[config.mk]
export PLATFORM = sky130hd
export DESIGN_NAME = lmfe_pix_src
export DESIGN_NICKNAME = d
export VERILOG_FILES = /design/src/rtl/lmfe_pkg.sv /design/src/rtl/lmfe_src_fifo.sv /design/src/rtl/lmfe_pix_src.sv
export SDC_FILE = /design/constraint.sdc
export NUM_CORES = 1
export LEC_CHECK = 0
export CORE_MARGIN = 4
export CORE_UTILIZATION = 45
export DETAILED_ROUTE_END_ITERATION = 10
export GPL_ROUTABILITY_DRIVEN = 0
export GPL_TIMING_DRIVEN = 1
export PLACE_DENSITY = 0.75
export SLEW_MARGIN = 30
export SYNTH_ARGS = -nofsm -noshare
export SYNTH_HDL_FRONTEND = slang
export SYNTH_SLANG_ARGS = --single-unit
[constraint.sdc]
create_clock -name clk -period 6.9 [get_ports clk]
set_input_delay 1.035 -clock clk [delete_from_list [all_inputs] [get_ports clk]]
set_output_delay 1.035 -clock clk [all_outputs]
set_load 0.005 [all_outputs]
[src/rtl/lmfe_pkg.sv]
// ---------------------------------------------------------------------------
// lmfe_pkg
// Shared definitions for the local median filter engine pixel source:
//   - default frame geometry (IMG_W_DEF, IMG_H_DEF, N_PIX_DEF)
//   - the frame streamer state enum (IDLE, RUN, DONE)
//   - read-ahead FIFO depth and the width of its occupancy counter
// ---------------------------------------------------------------------------
package lmfe_pkg;

  localparam int IMG_W_DEF  = 128;
  localparam int IMG_H_DEF  = 128;
  localparam int N_PIX_DEF  = IMG_W_DEF * IMG_H_DEF;

  // The read-ahead FIFO holds up to FIFO_DEPTH pixels. The counter needs
  // one extra bit so that "full" (4) is distinguishable from "empty" (0).
  localparam int FIFO_DEPTH = 4;
  localparam int FIFO_CNT_W = 3;

  typedef enum logic [1:0] {
    IDLE = 2'd0,
    RUN  = 2'd1,
    DONE = 2'd2
  } src_state_e;

endpackage

[src/rtl/lmfe_src_fifo.sv]
// ---------------------------------------------------------------------------
// lmfe_src_fifo
// FIFO_DEPTH x DATA_W synchronous FIFO with registered storage, a
// combinational head and an occupancy count.
// Ports:
//   clk        in   rising-edge clock
//   reset      in   asynchronous active-high reset (storage cleared to 0)
//   wr_en_i    in   push wr_data_i this cycle
//   wr_data_i  in   data to push
//   rd_en_i    in   pop the head this cycle
//   rd_data_o  out  current head entry (stable while nothing is popped)
//   count_o    out  number of entries held
// The caller guarantees no push when full and no pop when empty.
// ---------------------------------------------------------------------------
module lmfe_src_fifo
  import lmfe_pkg::*;
#(
  parameter int DATA_W = 8
) (
  input  logic                  clk,
  input  logic                  reset,
  input  logic                  wr_en_i,
  input  logic [DATA_W-1:0]     wr_data_i,
  input  logic                  rd_en_i,
  output logic [DATA_W-1:0]     rd_data_o,
  output logic [FIFO_CNT_W-1:0] count_o
);

  localparam int PTR_W = $clog2(FIFO_DEPTH);

  logic [DATA_W-1:0]     mem_q [FIFO_DEPTH];
  logic [PTR_W-1:0]      wr_ptr_q;
  logic [PTR_W-1:0]      rd_ptr_q;
  logic [FIFO_CNT_W-1:0] count_q;
  logic [FIFO_CNT_W-1:0] count_d;

  // Simultaneous push and pop leave the occupancy unchanged.
  always_comb begin
    count_d = count_q;
    case ({wr_en_i, rd_en_i})
      2'b10:   count_d = count_q + 1'b1;
      2'b01:   count_d = count_q - 1'b1;
      default: count_d = count_q;
    endcase
  end

  // Storage is reset too, so the head (and therefore Din) reads 0 out of reset.
  always_ff @(posedge clk or posedge reset) begin
    if (reset) begin
      for (int i = 0; i < FIFO_DEPTH; i++) begin
        mem_q[i] <= '0;
      end
      wr_ptr_q <= '0;
      rd_ptr_q <= '0;
      count_q  <= '0;
    end else begin
      if (wr_en_i) begin
        mem_q[wr_ptr_q] <= wr_data_i;
        wr_ptr_q        <= wr_ptr_q + 1'b1;
      end
      if (rd_en_i) begin
        rd_ptr_q <= rd_ptr_q + 1'b1;
      end
      count_q <= count_d;
    end
  end

  assign rd_data_o = mem_q[rd_ptr_q];
  assign count_o   = count_q;

endmodule

[src/rtl/lmfe_pix_src.sv]
// ---------------------------------------------------------------------------
// lmfe_pix_src
// Frame streamer feeding the median filter's Din/in_en input. On start it
// reads one IMG_W x IMG_H frame in raster order from a synchronous-read
// SRAM, buffers up to FIFO_DEPTH pixels, and sends them while busy is low.
// Ports:
//   clk        in   rising-edge clock
//   reset      in   asynchronous active-high reset
//   start      in   one-cycle frame request, honoured only in IDLE
//   mem_rd     out  SRAM read strobe
//   mem_addr   out  SRAM read address
//   mem_rdata  in   SRAM read data, valid the cycle after mem_rd
//   busy       in   filter back-pressure
//   Din        out  pixel to filter (FIFO head)
//   in_en      out  pixel valid; a transfer happens on every edge with in_en=1
//   active     out  frame in progress (RUN or DONE)
//   done       out  one-cycle pulse after the last transfer
//   chksum     out  (LMFE_SRC_CHKSUM_EN only) mod-2^16 sum of transferred Din
// Optional feature macro: LMFE_SRC_CHKSUM_EN
// ---------------------------------------------------------------------------
module lmfe_pix_src
  import lmfe_pkg::*;
#(
  parameter int IMG_W  = IMG_W_DEF,
  parameter int IMG_H  = IMG_H_DEF,
  parameter int DATA_W = 8,
  parameter int ADDR_W = 14
) (
  input  logic              clk,
  input  logic              reset,
  input  logic              start,
  output logic              mem_rd,
  output logic [ADDR_W-1:0] mem_addr,
  input  logic [DATA_W-1:0] mem_rdata,
  input  logic              busy,
  output logic [DATA_W-1:0] Din,
  output logic              in_en,
  output logic              active,
  output logic              done
`ifdef LMFE_SRC_CHKSUM_EN
  ,
  output logic [15:0]       chksum
`endif
);

  // Counters are one bit wider than the address so that N_PIX itself is
  // representable when the frame exactly fills the address space.
  localparam int              N_PIX_I  = IMG_W * IMG_H;
  localparam logic [ADDR_W:0] N_PIX    = N_PIX_I[ADDR_W:0];
  localparam logic [ADDR_W:0] LAST_PIX = N_PIX - 1'b1;
  localparam logic [FIFO_CNT_W-1:0] DEPTH_C = FIFO_CNT_W'(FIFO_DEPTH);

  src_state_e            state_q;
  src_state_e            state_d;
  logic [ADDR_W:0]       addr_q;
  logic [ADDR_W:0]       addr_d;
  logic [ADDR_W:0]       sent_q;
  logic [ADDR_W:0]       sent_d;
  logic                  inflight_q;
  logic [FIFO_CNT_W-1:0] fifo_count;
  logic [FIFO_CNT_W-1:0] occupancy;
  logic [DATA_W-1:0]     fifo_head;
  logic                  start_ok;

  lmfe_src_fifo #(
    .DATA_W (DATA_W)
  ) u_fifo (
    .clk       (clk),
    .reset     (reset),
    .wr_en_i   (inflight_q),
    .wr_data_i (mem_rdata),
    .rd_en_i   (in_en),
    .rd_data_o (fifo_head),
    .count_o   (fifo_count)
  );

  // Reads already in the SRAM pipeline count against FIFO space, so the
  // FIFO can never overflow. Only registered terms feed mem_rd: busy must
  // not reach the SRAM strobe combinationally.
  assign occupancy = fifo_count + {{(FIFO_CNT_W-1){1'b0}}, inflight_q};
  assign mem_rd    = (state_q == RUN) && (addr_q < N_PIX) && (occupancy < DEPTH_C);
  assign mem_addr  = addr_q[ADDR_W-1:0];

  assign in_en     = (state_q == RUN) && (fifo_count != '0) && !busy;
  assign Din       = fifo_head;
  assign active    = (state_q != IDLE);
  assign done      = (state_q == DONE);
  assign start_ok  = (state_q == IDLE) && start;

  // Next-state logic: a start accepted in IDLE restarts both counters from 0;
  // the edge carrying the final transfer moves to the single DONE cycle.
  always_comb begin
    state_d = state_q;
    addr_d  = addr_q;
    sent_d  = sent_q;
    if (mem_rd) begin
      addr_d = addr_q + 1'b1;
    end
    if (in_en) begin
      sent_d = sent_q + 1'b1;
    end
    unique case (state_q)
      IDLE: begin
        if (start) begin
          state_d = RUN;
          addr_d  = '0;
          sent_d  = '0;
        end
      end
      RUN: begin
        if (in_en && (sent_q == LAST_PIX)) begin
          state_d = DONE;
        end
      end
      DONE:    state_d = IDLE;
      default: state_d = IDLE;
    endcase
  end

  always_ff @(posedge clk or posedge reset) begin
    if (reset) begin
      state_q    <= IDLE;
      addr_q     <= '0;
      sent_q     <= '0;
      inflight_q <= 1'b0;
    end else begin
      state_q    <= state_d;
      addr_q     <= addr_d;
      sent_q     <= sent_d;
      inflight_q <= mem_rd;
    end
  end

`ifdef LMFE_SRC_CHKSUM_EN
  logic [15:0] chksum_q;
  logic [15:0] chksum_d;

  // No transfers happen outside RUN, so the sum holds from DONE until the
  // next accepted start clears it.
  always_comb begin
    chksum_d = chksum_q;
    if (start_ok) begin
      chksum_d = '0;
    end else if (in_en) begin
      chksum_d = chksum_q + 16'(Din);
    end
  end

  always_ff @(posedge clk or posedge reset) begin
    if (reset) begin
      chksum_q <= '0;
    end else begin
      chksum_q <= chksum_d;
    end
  end

  assign chksum = chksum_q;
`else
  logic unused_start_ok;
  assign unused_start_ok = start_ok;
`endif

endmodule

==> impl_metrics.json <==
{
  "ys_warn_count": 0,
  "cp_common_cell": "clkdlybuf4s50_1",
  "die_x_um": 96.5,
  "grt_remaining_overflow": 0,
  "p_int_mw": 1.19,
  "power_mw": 1.79,
  "netlist_area_um2": 3520,
  "status": "complete, no violations",
  "grt_max_degree": 73,
  "hold_viol": 0,
  "cp_data_required_time_ns": 5.86,
  "antenna_cells": 0,
  "drv_slew": 0,
  "drv_cap": 0,
  "final_common_cell": "dfrtp_1",
  "post-route-period-util_pct": 58.3,
  "wl_per_cell_um": 15.6,
  "vias": 2377,
  "first_pass_iters": 4,
  "wl_mm": 6.75,
  "cp_slowest_cell": "clkdlybuf4s50_1",
  "dieArea_um2": 9310,
  "worst_pin_slew_ns": 0.808,
  "grt_pass1_vias": 2396,
  "numCtsBuffers": 9,
  "post_cts_buffers": 0,
  "area_growth_pct": 16.1,
  "rows": 31,
  "drt_iter0_drc": 80,
  "p_switching_mw": 0.596,
  "grt_usage_pct": 16.1,
  "synth_edf_count": 0,
  "yosysSeqAreaShare_pct": 51.2,
  "hpwl_mm": 4.52,
  "worst_ep_arrival_time_ns": 2.99,
  "cts_resized": 0,
  "ant_nets": 0,
  "die_y_um": 96.5,
  "pwr-share-seq_pct": 42.3,
  "r2r-end": "u_fifo.count_o[2]",
  "peakVddDrop_mv": 0.147,
  "min_period_ns": 4.03,
  "syn-num-nets": 322,
  "clock-root-buffer": "clkbuf_8",
  "place_area_um2": 3890,
  "worst_hold_path_type": "flop to flop",
  "cellLeakagePower_nw": 1.69,
  "rsz0062_at_grt": "false",
  "crit_chain": "clkdlybuf4s50_1 -> or3b_1 -> nor2_1 -> clkdlybuf4s50_1",
  "combinationalPowerShare_pct": 39.0,
  "crit_path_end_kind": "output port",
  "h-tree-depth": 3,
  "hp-start": "sent_q[14]",
  "drive_above_1_share_pct": 18.3,
  "ys.flop_type": "dfrtp_1",
  "async_flop_share_pct": 100,
  "fin_nets": 348,
  "finClkSkew_ns": 0.0118,
  "power_frac_clock_pct": 18.7,
  "drc": 0,
  "grt_first_pass_wirelength_mm": 11.5,
  "whs_path_depth": 1,
  "r2r_cells": 8,
  "cts_tree": "yes",
  "worstPathMaxFanout": 9,
  "fillers": 647,
  "coreArea_um2": 7450,
  "fin_util_pct": 54.9,
  "fin_tns_setup_ns": 0,
  "cts_buffer_depth": 2,
  "synth_seq_cells": 72,
  "syn_area_per_cell_um2": 11.7,
  "cts_hold_buf": 0,
  "clk_latency_ns": 0.35,
  "fmax_mhz": 248,
  "start_kind": "input pin",
  "rrSetupSlack_ns": 4.35,
  "syn-instance-count": 302,
  "crit_type": "input pin to output port",
  "antenna_found_initial": 0,
  "layout.cells.most_common_list": "dfrtp_1 (72), clkdlybuf4s50_1 (37), mux2_2 (32)",
  "ioPinCount": 38,
  "powerDensity_nw_per_um2": 438,
  "io_buffers": 37,
  "reg2reg_from": "state_q[1]",
  "setup_viol": 0,
  "netSwitchingFraction_pct": 33.3,
  "cp_slowest_stage_delay_ns": 0.61,
  "start_util_pct": 47.3,
  "min_to": "state_q[1]",
  "clk_pin_slew_ns": 0.07,
  "ys_types": 42,
  "slew_headroom_pct": 45.7,
  "fin_area_um2": 4090,
  "cts_sinks": 72,
  "avgViaCountPerCell": 5.50
}
## sequential cells by signal, indices dropped and copies added (netlist names)
signal and flops:
addr_q 15, inflight_q 1, sent_q 15, state_q 2
u_fifo.count_o 3, u_fifo.mem_q 32, u_fifo.rd_ptr_q 2, u_fifo.wr_ptr_q 2
## worst max path at each step
stage | from | to | slack (ns) | cells after the start
after floorplan | busy | u_fifo.count_o[2] | 3.88 | 9
after global placement | busy | in_en | 2.88 | 4
after detailed placement | busy | in_en | 2.88 | 4
after CTS | busy | in_en | 2.86 | 4
after global routing | busy | in_en | 2.74 | 4
final | busy | in_en | 2.87 | 4
## layout make-up
cell class | count | area (µm²) | share of cell area (%)
timing repair buffer | 38 | 382 | 9.34
clock buffer | 11 | 141 | 3.46
multi-input combinational | 193 | 1530 | 37.4
inverter | 14 | 52.6 | 1.29
sequential | 72 | 1800 | 44.1
tap | 99 | 124 | 3.03
clock inverter | 5 | 56.3 | 1.38
## routing by layer
metal / global-route usage [%] / wire, µm / vias up
li1: - / - / 1131
met1: 21.8 / 3030 / 1203
met2: 25.3 / 3350 / 31
met3: 3.10 / 238 / 12
met4: 7.13 / 127 / 0
met5: 0 / 0 / -
## logic make-up after synthesis
group | after synthesis | share of synthesized area [%]
and+or+nand+nor | 88 | 13.6
DFF | 72 | 51.2
muxes | 47 | 17.3
AOI/OAI and AO/OA | 38 | 6.39
buffers and inverters | 37 | 5.51
xor gates and xnor gates | 12 | 2.98
adders and majority gates | 8 | 3.05
## critical path, delay by kind of cell
family	cells	cell delay, ns
simple gates	2	0.95
buf+inv	2	1.01
## power groups by stage
stage               sequential [mW]  combinational [mW]  clock, mW
floorplan                     0.691               0.525          0
global placement              0.749               0.684          0
detailed placement            0.764               0.708          0
CTS                           0.756               0.712      0.342
global route                  0.786               0.774      0.360
finish                        0.757               0.699      0.334
## synth_stat cells (all sizes together), types with 5 or more instances
| cell type | count | area [µm²] |
|---|---|---|
| or4 | 7 | 52.6 |
| nor3 | 6 | 30.0 |
| ha | 7 | 87.6 |
| mux2 | 32 | 360 |
| inv | 13 | 48.8 |
| nor2 | 9 | 33.8 |
| nand4 | 6 | 37.5 |
| clkbuf | 7 | 26.3 |
| mux2i | 7 | 70.1 |
| mux4 | 8 | 180 |
| nand2 | 26 | 97.6 |
| xnor2 | 7 | 61.3 |
| dfrtp | 72 | 1800 |
| buf | 16 | 115 |
| o31ai | 6 | 45.0 |
| a21oi | 15 | 75.1 |
| nand3 | 10 | 50.1 |
| o21ai | 10 | 50.1 |
| or3 | 7 | 43.8 |
| xor2 | 5 | 43.8 |
## stage by stage
stage               hold WS [ns]  setup slack (ns)  std cells
CTS                        0.485              2.86        432
global route               0.500              2.74        432
detailed placement         0.460              2.88        416
floorplan                  0.434              3.88        302
global placement           0.455              2.88        416
finish                     0.485              2.87        432
No activity file was read; power rests on OpenSTA's default activity.
